--- config.mk ---
export PLATFORM = sky130hd
export DESIGN_NAME = ibex_branch_resolve
export DESIGN_NICKNAME = d
export VERILOG_FILES = /design/src/rtl/ibex_branch_resolve.sv
export SDC_FILE = /design/constraint.sdc
export NUM_CORES = 1
export LEC_CHECK = 0
export BUFFER_PORTS_ARGS = -buffer_cell sky130_fd_sc_hd__buf_2
export CORE_ASPECT_RATIO = 1.2
export CORE_UTILIZATION = 45
export DETAILED_ROUTE_END_ITERATION = 10
export SYNTH_ARGS = -nofsm -noshare
export SYNTH_HDL_FRONTEND = slang
export SYNTH_SLANG_ARGS = --single-unit
--- constraint.sdc ---
create_clock -name clk_i -period 12.8 [get_ports clk_i]
set_input_delay 2.56 -clock clk_i [delete_from_list [all_inputs] [get_ports clk_i]]
set_output_delay 2.56 -clock clk_i [all_outputs]
set_load 0.02 [all_outputs]
--- src/rtl/ibex_branch_resolve.sv ---
// Tracks predicted control-flow instructions in an in-order FIFO and resolves them
// oldest-first, raising a registered redirect on mispredict and counting outcomes.
module ibex_branch_resolve #(
  parameter int DEPTH = 4,
  parameter int CNT_W = 16
) (
  input  logic                     clk_i,
  input  logic                     rst_i,
  input  logic                     push_valid_i,
  output logic                     push_ready_o,
  input  logic [31:0]              push_pc_i,
  input  logic                     push_compressed_i,
  input  logic                     push_taken_i,
  input  logic [31:0]              push_target_i,
  input  logic                     resolve_valid_i,
  input  logic                     resolve_taken_i,
  input  logic [31:0]              resolve_target_i,
  input  logic                     flush_i,
  output logic                     redirect_valid_o,
  output logic [31:0]              redirect_pc_o,
  output logic                     resolve_err_o,
  output logic [$clog2(DEPTH):0]   occupancy_o,
  output logic [CNT_W-1:0]         branch_cnt_o,
  output logic [CNT_W-1:0]         mispredict_cnt_o
);

  localparam int AW = $clog2(DEPTH);
  localparam logic [AW:0]      PTR_ONE = 1;
  localparam logic [CNT_W-1:0] CNT_ONE = 1;
  localparam logic [CNT_W-1:0] CNT_MAX = '1;

  logic [31:0] pc_q    [DEPTH];
  logic        comp_q  [DEPTH];
  logic        taken_q [DEPTH];
  logic [31:0] tgt_q   [DEPTH];

  logic [AW:0]      wr_q, wr_d, rd_q, rd_d;
  logic [AW-1:0]    wr_idx, rd_idx;
  logic             full, empty, push_acc, res_ok, mispred, redir_fire, err_fire;
  logic [31:0]      fall_pc, redir_pc;
  logic             redirect_valid_q, resolve_err_q;
  logic [31:0]      redirect_pc_q;
  logic [CNT_W-1:0] branch_cnt_q, mispredict_cnt_q;

  // Handshake: a push transfers when push_valid_i && push_ready_o at a rising edge;
  // ready depends only on registered occupancy, never on resolve_valid_i.
  always_comb begin
    wr_idx     = wr_q[AW-1:0];
    rd_idx     = rd_q[AW-1:0];
    empty      = (wr_q == rd_q);
    full       = (wr_q[AW] != rd_q[AW]) && (wr_idx == rd_idx);
    push_acc   = push_valid_i && !full;
    res_ok     = resolve_valid_i && !empty;
    fall_pc    = pc_q[rd_idx] + (comp_q[rd_idx] ? 32'd2 : 32'd4);
    mispred    = (taken_q[rd_idx] != resolve_taken_i) ||
                 (taken_q[rd_idx] && (tgt_q[rd_idx] != resolve_target_i));
    redir_pc   = resolve_taken_i ? resolve_target_i : fall_pc;
    redir_fire = !flush_i && res_ok && mispred;
    err_fire   = !flush_i && resolve_valid_i && empty;

    wr_d = wr_q;
    rd_d = rd_q;
    if (flush_i) begin
      rd_d = wr_q;
    end else if (redir_fire) begin
      // Everything younger than the mispredicted entry is wrong-path, including a same-cycle push.
      rd_d = wr_q;
    end else begin
      if (push_acc) wr_d = wr_q + PTR_ONE;
      if (res_ok)   rd_d = rd_q + PTR_ONE;
    end
  end

  always_ff @(posedge clk_i or posedge rst_i) begin
    if (rst_i) begin
      wr_q             <= '0;
      rd_q             <= '0;
      redirect_valid_q <= 1'b0;
      redirect_pc_q    <= '0;
      resolve_err_q    <= 1'b0;
      branch_cnt_q     <= '0;
      mispredict_cnt_q <= '0;
      for (int i = 0; i < DEPTH; i++) begin
        pc_q[i]    <= '0;
        comp_q[i]  <= 1'b0;
        taken_q[i] <= 1'b0;
        tgt_q[i]   <= '0;
      end
    end else begin
      wr_q             <= wr_d;
      rd_q             <= rd_d;
      redirect_valid_q <= redir_fire;
      resolve_err_q    <= err_fire;
      if (redir_fire) redirect_pc_q <= redir_pc;
      if (push_acc && !flush_i && !redir_fire) begin
        pc_q[wr_idx]    <= push_pc_i;
        comp_q[wr_idx]  <= push_compressed_i;
        taken_q[wr_idx] <= push_taken_i;
        tgt_q[wr_idx]   <= push_target_i;
      end
      if (!flush_i && res_ok && (branch_cnt_q != CNT_MAX))
        branch_cnt_q <= branch_cnt_q + CNT_ONE;
      if (redir_fire && (mispredict_cnt_q != CNT_MAX))
        mispredict_cnt_q <= mispredict_cnt_q + CNT_ONE;
    end
  end

  assign push_ready_o     = !full;
  assign occupancy_o      = wr_q - rd_q;
  assign redirect_valid_o = redirect_valid_q;
  assign redirect_pc_o    = redirect_pc_q;
  assign resolve_err_o    = resolve_err_q;
  assign branch_cnt_o     = branch_cnt_q;
  assign mispredict_cnt_o = mispredict_cnt_q;

endmodule

==> results of run 1 <==
## per-stage QoR
| stage | total power [mW] | cell area (um2) | hold slack (ns) | std cells |
|---|---|---|---|---|
| after detailed placement | 3.727 | 17070 | 0.4656 | 1732 |
| after CTS | 4.800 | 18290 | 0.4798 | 1797 |
| after floorplan | 3.213 | 15930 | 0.4524 | 1145 |
| after global routing | 5.040 | 18300 | 0.4940 | 1798 |
| after global placement | 3.678 | 17070 | 0.4569 | 1732 |
| final | 4.744 | 18300 | 0.4730 | 1799 |
## per-layer routing
metal  vias to the layer above  GRT usage (%)
met3                        65          3.637
met4                         8          6.624
li1                       4442              -
met1                      5039          28.68
met2                       197          34.37
met5                         -              0
## final cells by class
class / count / area [um2] / share of cell area (%)
flip-flops and latches: 336 / 8416 / 45.99
diodes: 2 / 5.005 / 0.02735
multi-input cells: 729 / 7018 / 38.35
clock inverters: 9 / 88.84 / 0.4855
repair buffers: 189 / 985.9 / 5.388
clock buffers: 56 / 1139 / 6.223
inverters: 16 / 67.56 / 0.3693
well taps: 462 / 578.1 / 3.159
## registers in the layout, summed over array words and instances (netlist names)
signal and cells:
branch_cnt_o 16, comp_q 4, mispredict_cnt_o 16, pc_q 128, rd_q 3, redirect_pc_o 32
redirect_valid_o 1, resolve_err_o 1, taken_q 4, tgt_q 128, wr_q 3
## synth_stat cells, drive strengths merged (10+ instances only)
cell type,number,area [um2]
dfrtp,336,8408
buf,45,384.1
clkbuf,19,71.32
inv,16,60.05
xnor2,49,429.2
mux2i,13,130.1
nand4,10,62.56
nor2,37,161.4
xor2,43,376.6
mux4,63,1419
nand2,80,300.3
mux2,271,3052
nand3,23,115.1
o21ai,34,170.2
a21oi,21,105.1
nor4,10,68.81
ha,11,137.6
and3,12,75.07
## worst max-delay path by stage
stage,from,endpoint,slack (ns),cells after the start
detailed placement,resolve_taken_i,pc_q[87]$_DFFE_PP0P_,5.98,11
CTS,resolve_taken_i,pc_q[87]$_DFFE_PP0P_,6.52,11
finish,resolve_taken_i,tgt_q[17]$_DFFE_PP0P_,6.56,11
global route,resolve_taken_i,tgt_q[69]$_DFFE_PP0P_,6.21,11
floorplan,rst_i,branch_cnt_o[0]$_DFFE_PP0P_,0.93,1
global placement,resolve_taken_i,pc_q[23]$_DFFE_PP0P_,6.01,11
## worst max-delay path: stages
cell	delay, ns
buf_2	0.08
buf_4	0.51
nand2_1	0.10
a211oi_1	0.24
nand4_1	0.12
or4_4	0.45
o31ai_4	0.28
inv_2	0.26
nor2_4	0.88
buf_4	0.65
mux2_2	0.40
## where the power goes
part | switching, mW | internal (mW) | total [mW]
Clock | 0.425 | 0.634 | 1.06
Sequential | 0.306 | 1.55 | 1.86
Combinational | 0.899 | 0.926 | 1.82
## kinds of logic after synthesis
family	synth area share [%]
mux	28.87
flops	52.77
simple gates	6.360
xor+xnor	5.057
buf+inv	3.235
compound gates	2.591
fa+ha+maj	1.115
==> metrics.txt, run 1 <==
status finished clean; Worst-path clk slew 0.06 ns; worst r2r path cells 11; cts hold-fix bufs 0; critical path launch point type primary input; period utilisation layout 48.72%; fin util 52.42%; worst rel slew slack 29.61%; Area growth syn-to-layout 14.83%; peak supply drop 0.1343 mV; Final Hold Vio Count 0; Total Wirelength 37110 um; power per cell area 259.3 nW/um2; hold_sp redirect_pc_o[10]$_DFFE_PP0P_; first-pass GRT wire length 58740 um; CTS root buffer clkbuf_16; DRT Pass-1 Iters 4; WL met2 18080 um; Max Root-Sink Buffers 3; I/O pin cnt 174; critical path fanouts, max 60; Detailed Route Iter0 Violations 465; initial core utilization 45.65%; FMAX 160.4 MHz; die area 36170 um2; ys flop type dfrtp_1; vias 9751; commonest non-fill, non-tap cells in the layout dfrtp_1 (334), buf_2 (173), mux2_1 (138); DP HPWL 25130 um; Routed Antenna Nets 0; M1 wire length 16250 um; Rows 75; Unique masters post-synth 52; Final GP Congestion 0.7955; vias in the first global route 10220; CP arrival 6.65 ns; via density per instance 5.420; GRT Util Overall 21.05%; Clock Latency Late Sink 0.53 ns; hold crit path type flip-flop to flip-flop; Core Area 34910 um2; fin. max-slew vios 0; Setup-failing EPs final 0; Max Used Layer met5; Post-Syn Instances 1145; Post-Route Setup TNS 0 ns; post-CTS sizing 0; met3 WL post-DR 1801 um; most common cell after layout, fill and taps aside dfrtp_1; Avg Synthesized Cell Area 13.92 um2; Post-synth EDFFs 0; syn_nets 1262; total congestion overflow 0; DIE HEIGHT 208.1 um; Num CTS Buffers 36; antenna violations before repair 6; htree depth 2; Seq/Total Area, Yosys 52.77%; synth warn 0; Layout Skew 0.02538 ns; WHS Endpoint redirect_pc_o[10]$_DFFE_PP0P_; CP Data Required Time 13.21 ns; clock sink count 336; RSZ-0062 raised after global routing no; share of post-route cells with drive strength above 1 34.16%; CTS tree yes; post-synthesis sequential element count 336; fin crit period 6.236 ns; Die X 173.8 um; Lkg Pwr 8.060 nW; cell area after synthesis 15930 um2; Final WS setup 6.564 ns; pin count of the biggest net entering global routing 113; max-cap viol count 0; Crit Reg-Reg Startpoint rd_q[0]$_DFFE_PP0P_; Async S/R FF share, synth 100.0%; Final #Nets 1425; critical path class primary input to flip-flop; Post-CTS Setup Repair Bufs 0; reg2reg end tgt_q[17]$_DFFE_PP0P_; CP endpoint kind flip-flop; routed len/inst 20.63 um; WHS Path Cells 2; Setup WS pre-CTS 5.984 ns; R2R setup slack 6.66 ns; DRC Markers 0; fill cell count 3099; Slew @ Worst Pin 1.053 ns; port buffer count 173
Note: power is estimated with default switching activity, not from simulation.
==> run 2, diff against run 1 <==
Settings changed: ABC_AREA from default to 1.
Clock period 12.8 ns to 6.15 ns, I/O delays scaled along.
==> metrics.txt, run 2 <==
Routed Antenna Nets 0 (unchanged); port buffer count 173 (unchanged); post-CTS sizing 0 (unchanged); initial core utilization 45.82% (+0.17 points); routed len/inst 19.13 um (-7.3%); Synth Area in Compound Gates 9.416% (+6.8 points); Final Hold Vio Count 0 (unchanged); Crit path max-delay family buffers and inverters; first-pass GRT wire length 89380 um (+52%); post-synthesis mux area share 0% (-29 points); die area 39450 um2 (+9.1%); I/O pin cnt 174 (unchanged); Unique masters post-synth 38 (-27%); via density per instance 5.375 (-0.84%); DRT Pass-1 Iters 6 (+2); total congestion overflow 0 (unchanged); period utilisation layout 70.97%; peak supply drop 0.3245 mV (+140%); internal power 5.982 mW (+92%); CP cell instances inv_2, buf_4, o21ai_0, o22ai_1, ha_1, inv_1, fa_1, nor2_1, nand2_1, nor2_1, nand3_1, nor2_1, nand2_1, a21oi_1, o21ai_0; vias in the first global route 15440 (+51%); CP max-delay cell inv_2; fin crit period 4.365 ns; Clock Latency Late Sink 0.55 ns (+0.02 ns); Slew @ Worst Pin 1.102 ns (+0.04895 ns); Post-Route Setup TNS 0 ns (unchanged); share of post-route cells with drive strength above 1 11.38% (-23 points); top cells by area, synth dfrtp_1 (48%), nand2_1 (23%), o21ai_0 (7.2%); status finished clean; CP endpoint kind flip-flop; Sw Ratio 44.81% (+10 points); antenna violations before repair 3 (-3); Seq/Total Area, Yosys 48.34% (-4.4 points); critical path launch point type flip-flop; ys flop type dfrtp_1; critical path fanouts, max 33 (-45%); RSZ-0062 raised after global routing no; Total Wirelength 56570 um (+52%); commonest cells in the netlist nand2_1 (1078), dfrtp_1 (336), o21ai_0 (249); most common cell after layout, fill and taps aside nand2_1; critical path class flip-flop to flip-flop; Die X 181.5 um (+4.4%); FMAX 229.1 MHz; area share of xor/xnor cells in the synthesized design 2.719% (-2.3 points); most frequent cell after synthesis nand2_1; clock share of power 21.8% (-0.5 points); CP Data Required Time 6.57 ns (-6.64 ns); CTS tree yes; DRC Markers 0 (unchanged); Rows 78 (+4.0%); Lkg Pwr 9.981 nW (+24%); Synth area leader dfrtp_1; hold crit path type flip-flop to flip-flop; Setup WS pre-CTS 1.401 ns (-4.583 ns); DP HPWL 35170 um (+40%); pin count of the biggest net entering global routing 115 (+1.8%); Num CTS Buffers 39 (+8.3%); CP max stage delay 0.66 ns (-0.22 ns); synth warn 0 (unchanged); Async S/R FF share, synth 100.0% (unchanged); Final WS setup 1.785 ns (-4.778 ns); Detailed Route Iter0 Violations 1463 (+210%); Final GP Congestion 0.9070 (+14%); CP arrival 4.78 ns (-1.87 ns); cts hold-fix bufs 0 (unchanged); clock sink count 336 (unchanged); simple-gate share of the synthesized area 32.41% (+26 points); vias 15900 (+63%); cell area after synthesis 17390 um2 (+9.2%); Worst-path clk slew 0.06 ns (about the same); post-synthesis sequential element count 336 (unchanged); Core Area 37960 um2 (+8.8%); Avg Synthesized Cell Area 7.421 um2 (-47%); Area growth syn-to-layout 13.27%; GRT Util Overall 29.15% (+8.1 points); area share of fa/ha/maj cells after synthesis 1.021% (-0.094 points); syn_nets 2461 (+95%); DIE HEIGHT 217.4 um (+4.4%); power per cell area 550.2 nW/um2 (+110%); max-cap viol count 0 (unchanged); Max Root-Sink Buffers 3 (unchanged); cell mode on critical path nor2_1; fin util 51.90% (-0.52 points); Combinational Power Share 43.4% (+4.9 points); largest family of logic cells by synthesized area simple AND/OR/NAND/NOR gates; switching pwr 4.857 mW (+200%); Bufs and invs on worst path 3 (-1); Seq pwr share 34.9% (-4.3 points); worst rel slew slack 26.36% (-3.3 points); commonest non-fill, non-tap cells in the layout nand2_1 (1078), dfrtp_1 (334), o21ai_0 (249); Post-Syn Instances 2344 (+100%); Layout Skew 0.03144 ns (+0.006057 ns); Post-synth EDFFs 0 (unchanged); Pwr Total 10.84 mW (+130%); fin. max-slew vios 0 (unchanged); htree depth 2 (unchanged); area fraction of the dominant cell type after synthesis 48.34% (-4.4 points); Setup-failing EPs final 0 (unchanged); Final #Nets 2565 (+80%); CTS root buffer clkbuf_16; Post-CTS Setup Repair Bufs 0 (unchanged)
==> run 2: final timing paths <==
| check | start | cells past startpoint | endpoint | slack, ns |
|---|---|---|---|---|
| max in group asynchronous | rst_i | 3 | pc_q[80]$_DFFE_PP0P_ | 3.98 |
| hold / removal | pc_q[6]$_DFFE_PP0P_ | 2 | pc_q[6]$_DFFE_PP0P_ | 0.48 |
| setup reg to reg | rd_q[1]$_DFFE_PP0P_ | 15 | redirect_pc_o[19]$_DFFE_PP0P_ | 1.79 |
| setup / recovery | rd_q[1]$_DFFE_PP0P_ | 15 | redirect_pc_o[19]$_DFFE_PP0P_ | 1.79 |
| min in group asynchronous | rst_i | 2 | pc_q[126]$_DFFE_PP0P_ | 0.95 |
| hold reg to reg | pc_q[6]$_DFFE_PP0P_ | 2 | pc_q[6]$_DFFE_PP0P_ | 0.48 |
==> run 2: cells by family (layout without fill, tap and decap cells) <==
| group | after synthesis | count (layout) |
|---|---|---|
| adder cells (fa/ha/maj) | 13 | 13 |
| AO/OA/AOI/OAI | 318 | 318 |
| AND/OR/NAND/NOR | 1399 | 1399 |
| buffers and inverters | 224 | 357 |
| XOR/XNOR | 54 | 54 |
| flip-flops | 336 | 336 |
| other | 0 | 1 |
==> run 2: cell type report <==
cell class                      count  area (um2)
Fill cell                        3753       18260
Sequential cell                   336        8413
Multi-Input combinational cell   1784        7940
Clock buffer                       56        1162
Timing Repair Buffer              198        1116
Tap cell                          480       600.6
Inverter                           89       341.6
Clock inverter                     14       126.4
Antenna cell                        1       2.502
==> run 2: through the flow <==
stage               instance area, um2  hold WS [ns]  cells
global route                     19700        0.4999   2958
detailed placement               18410        0.4650   2887
global placement                 18410        0.4617   2887
floorplan                        17400        0.4491   2344
finish                           19700        0.4776   2958
CTS                              19700        0.4813   2957
==> run 2: metal layers <==
metal / part of all wire, % / wire, um / track usage, %
met5: 0.042 / 24 / 0
met4: 3.0 / 1678 / 9.746
met3: 7.0 / 3961 / 4.719
met2: 48 / 27210 / 48.36
met1: 42 / 23700 / 38.79
==> run 2: power by group through the flow <==
| stage | sequential (mW) | clock [mW] | combinational (mW) |
|---|---|---|---|
| 2_1_floorplan | 3.79 | 0 | 3.22 |
| 3_5_place_dp | 3.80 | 0 | 4.70 |
| 3_3_place_gp | 3.76 | 0 | 4.64 |
| 4_1_cts | 3.77 | 2.41 | 4.72 |
| 5_1_grt | 3.89 | 2.49 | 5.29 |
| 6_report | 3.78 | 2.36 | 4.70 |
==> run 2: worst min-delay path: cells and delay by family (launching register included) <==
| kind | cells | cell delay (ns) |
|---|---|---|
| flops | 1 | 0.34 |
| simple gates | 2 | 0.10 |
==> run 3, diff against run 2 <==
Settings changed: PLACE_DENSITY from default to 0.66.
Clock period 6.15 ns to 3.7 ns, I/O delays scaled along.
==> metrics.txt, run 3 (synthesis results as in run 2) <==
power per cell area 906.6 nW/um2 (+65%); die area 39450 um2 (unchanged); period utilisation layout 93.76% (+23 points); vias in the first global route 15820 (+2.4%); critical path class flip-flop to flip-flop; fin. max-slew vios 0 (unchanged); Critical Path Start rd_q[0]$_DFFE_PP0P_; routed len/inst 18.52 um (-3.2%); total congestion overflow 0 (unchanged); Routed Antenna Nets 0 (unchanged); DIE HEIGHT 217.4 um (unchanged); first-pass GRT wire length 88090 um (-1.4%); Lkg Pwr 10.06 nW (+0.84%); Num CTS Buffers 37 (-5.1%); worst r2r path cells 16 (+1); R2R setup slack 0.23 ns (-1.55 ns); post-route cell area 19860 um2 (+0.79%); CTS tree yes; Max Root-Sink Buffers 3 (unchanged); Total Wirelength 55100 um (-2.6%); GRT Util Overall 28.51% (-0.64 points); placed inst area 18640 um2 (+1.2%); DP HPWL 36480 um (+3.7%); DRC Markers 0 (unchanged); Rows 78 (unchanged); max-cap viol count 0 (unchanged); htree depth 2 (unchanged); clock sink count 336 (unchanged); vias 16200 (+1.9%); CTS root buffer clkbuf_16; fin crit period 3.469 ns (-0.8955 ns); Area growth syn-to-layout 14.16%; Core Area 37960 um2 (unchanged); Die X 181.5 um (unchanged); Final #Nets 2585 (+0.78%); fin util 52.31% (+0.41 points); fill cell count 3640 (-3.0%); cts hold-fix bufs 0 (unchanged); critical path launch point type flip-flop; Worst-path clk slew 0.06 ns (about the same); status finished clean; RSZ-0062 raised after global routing no; CP arrival 3.94 ns (-0.84 ns); via density per instance 5.444 (+1.3%); Seq. cell area 8413 um2 (unchanged); DRT Pass-1 Iters 5 (-1); I/O pin cnt 174 (unchanged); critical path fanouts, max 48 (+45%); pin count of the biggest net entering global routing 115 (unchanged); share of post-route cells with drive strength above 1 11.98% (+0.60 points); hold crit path type primary input to async pin; Final Hold Vio Count 0 (unchanged); Critical path destination tgt_q[83]$_DFFE_PP0P_; Pwr Total 18.00 mW (+66%); reg2reg end tgt_q[83]$_DFFE_PP0P_; commonest non-fill, non-tap cells in the layout nand2_1 (1078), dfrtp_1 (334), o21ai_0 (249); peak supply drop 0.5550 mV (+71%); area occupied by multi-input gates 7948 um2 (about the same); CP Data Required Time 4.17 ns (-2.40 ns); Slew @ Worst Pin 1.054 ns (-0.04819 ns); port buffer count 173 (unchanged); Setup-failing EPs final 0 (unchanged); FMAX 288.3 MHz (+26%); most common cell after layout, fill and taps aside nand2_1; Detailed Route Iter0 Violations 1590 (+8.7%); Final GP Congestion 0.9646 (+6.4%); initial core utilization 45.82% (unchanged); CP endpoint kind flip-flop; Clock Latency Late Sink 0.54 ns (about the same); antenna violations before repair 0 (-3); Layout Skew 0.01417 ns (-0.01727 ns); worst rel slew slack 29.29% (+2.9 points); Crit Reg-Reg Startpoint rd_q[0]$_DFFE_PP0P_
-- run 3: cell count changes in the layout (fill, tap and decap cells not counted), sizes merged --
cell and delta:
buf +22, bufinv -1, clkbuf -1, clkinv -1, clkinvlp -1
-- run 3: worst min-delay path by stage --
stage | cells after the start | slack (ns) | from | endpoint
floorplan | 2 | 0.45 | comp_q[0]$_DFFE_PP0P_ | comp_q[0]$_DFFE_PP0P_
global placement | 2 | 0.46 | pc_q[6]$_DFFE_PP0P_ | pc_q[6]$_DFFE_PP0P_
detailed placement | 2 | 0.47 | pc_q[3]$_DFFE_PP0P_ | pc_q[3]$_DFFE_PP0P_
CTS | 2 | 0.18 | rst_i | tgt_q[41]$_DFFE_PP0P_
global route | 2 | 0.20 | rst_i | tgt_q[41]$_DFFE_PP0P_
finish | 2 | 0.18 | rst_i | tgt_q[41]$_DFFE_PP0P_
-- run 3: stage by stage --
stage	TNS, ns	cells	hold WS, ns	worst slack (ns)
floorplan	-514.28	2344	0.4491	-1.531
global placement	0	2909	0.4623	0.1830
detailed placement	0	2909	0.4650	0.1774
CTS	0	2975	0.1793	0.1433
global route	0	2975	0.2039	0.007230
finish	0	2976	0.1798	0.2309
-- run 3: critical path: stages (launching register included) --
cell     delay, ns
dfrtp_4       0.49
buf_4         0.52
nand2_1       0.11
nand3_1       0.11
nand2_1       0.10
nor2_1        0.13
nand2_1       0.08
nor2_1        0.10
nand3_1       0.08
nor2_1        0.21
nand3_1       0.19
nand2_4       0.24
nand2_4       0.25
nor2_4        0.19
buf_4         0.37
nand2_1       0.10
nand2_1       0.08
-- run 3: final cells by class --
cell class | instances | area share, %
clock inverter | 11 | 0.4222
multi-input combinational | 1784 | 40.02
sequential | 336 | 42.37
clock buffer | 55 | 5.620
tap | 480 | 3.024
timing repair buffer | 220 | 6.805
inverter | 89 | 1.726
antenna | 1 | 0.01260
-- run 3: power by group --
| group | internal [mW] | leakage [nW] | total (mW) | switching [mW] |
|---|---|---|---|---|
| Combinational | 2.50 | 5.23 | 8.08 | 5.58 |
| Sequential | 5.29 | 4.24 | 6.25 | 0.954 |
| Clock | 2.16 | 0.601 | 3.68 | 1.52 |
-- run 3: repair_timing --
item                       4_1_cts  5_1_grt
setup buffers                    0        0
setup endpoints to repair        0       66
resized for setup                0        5
-- run 3: per-layer routing --
layer	vias up	track usage, %	share of wire (%)
met1	7750	38.23	42
met3	101	4.083	7.0
li1	7718	-	-
met2	632	46.86	47
met4	0	10.68	3.3
met5	-	0	0
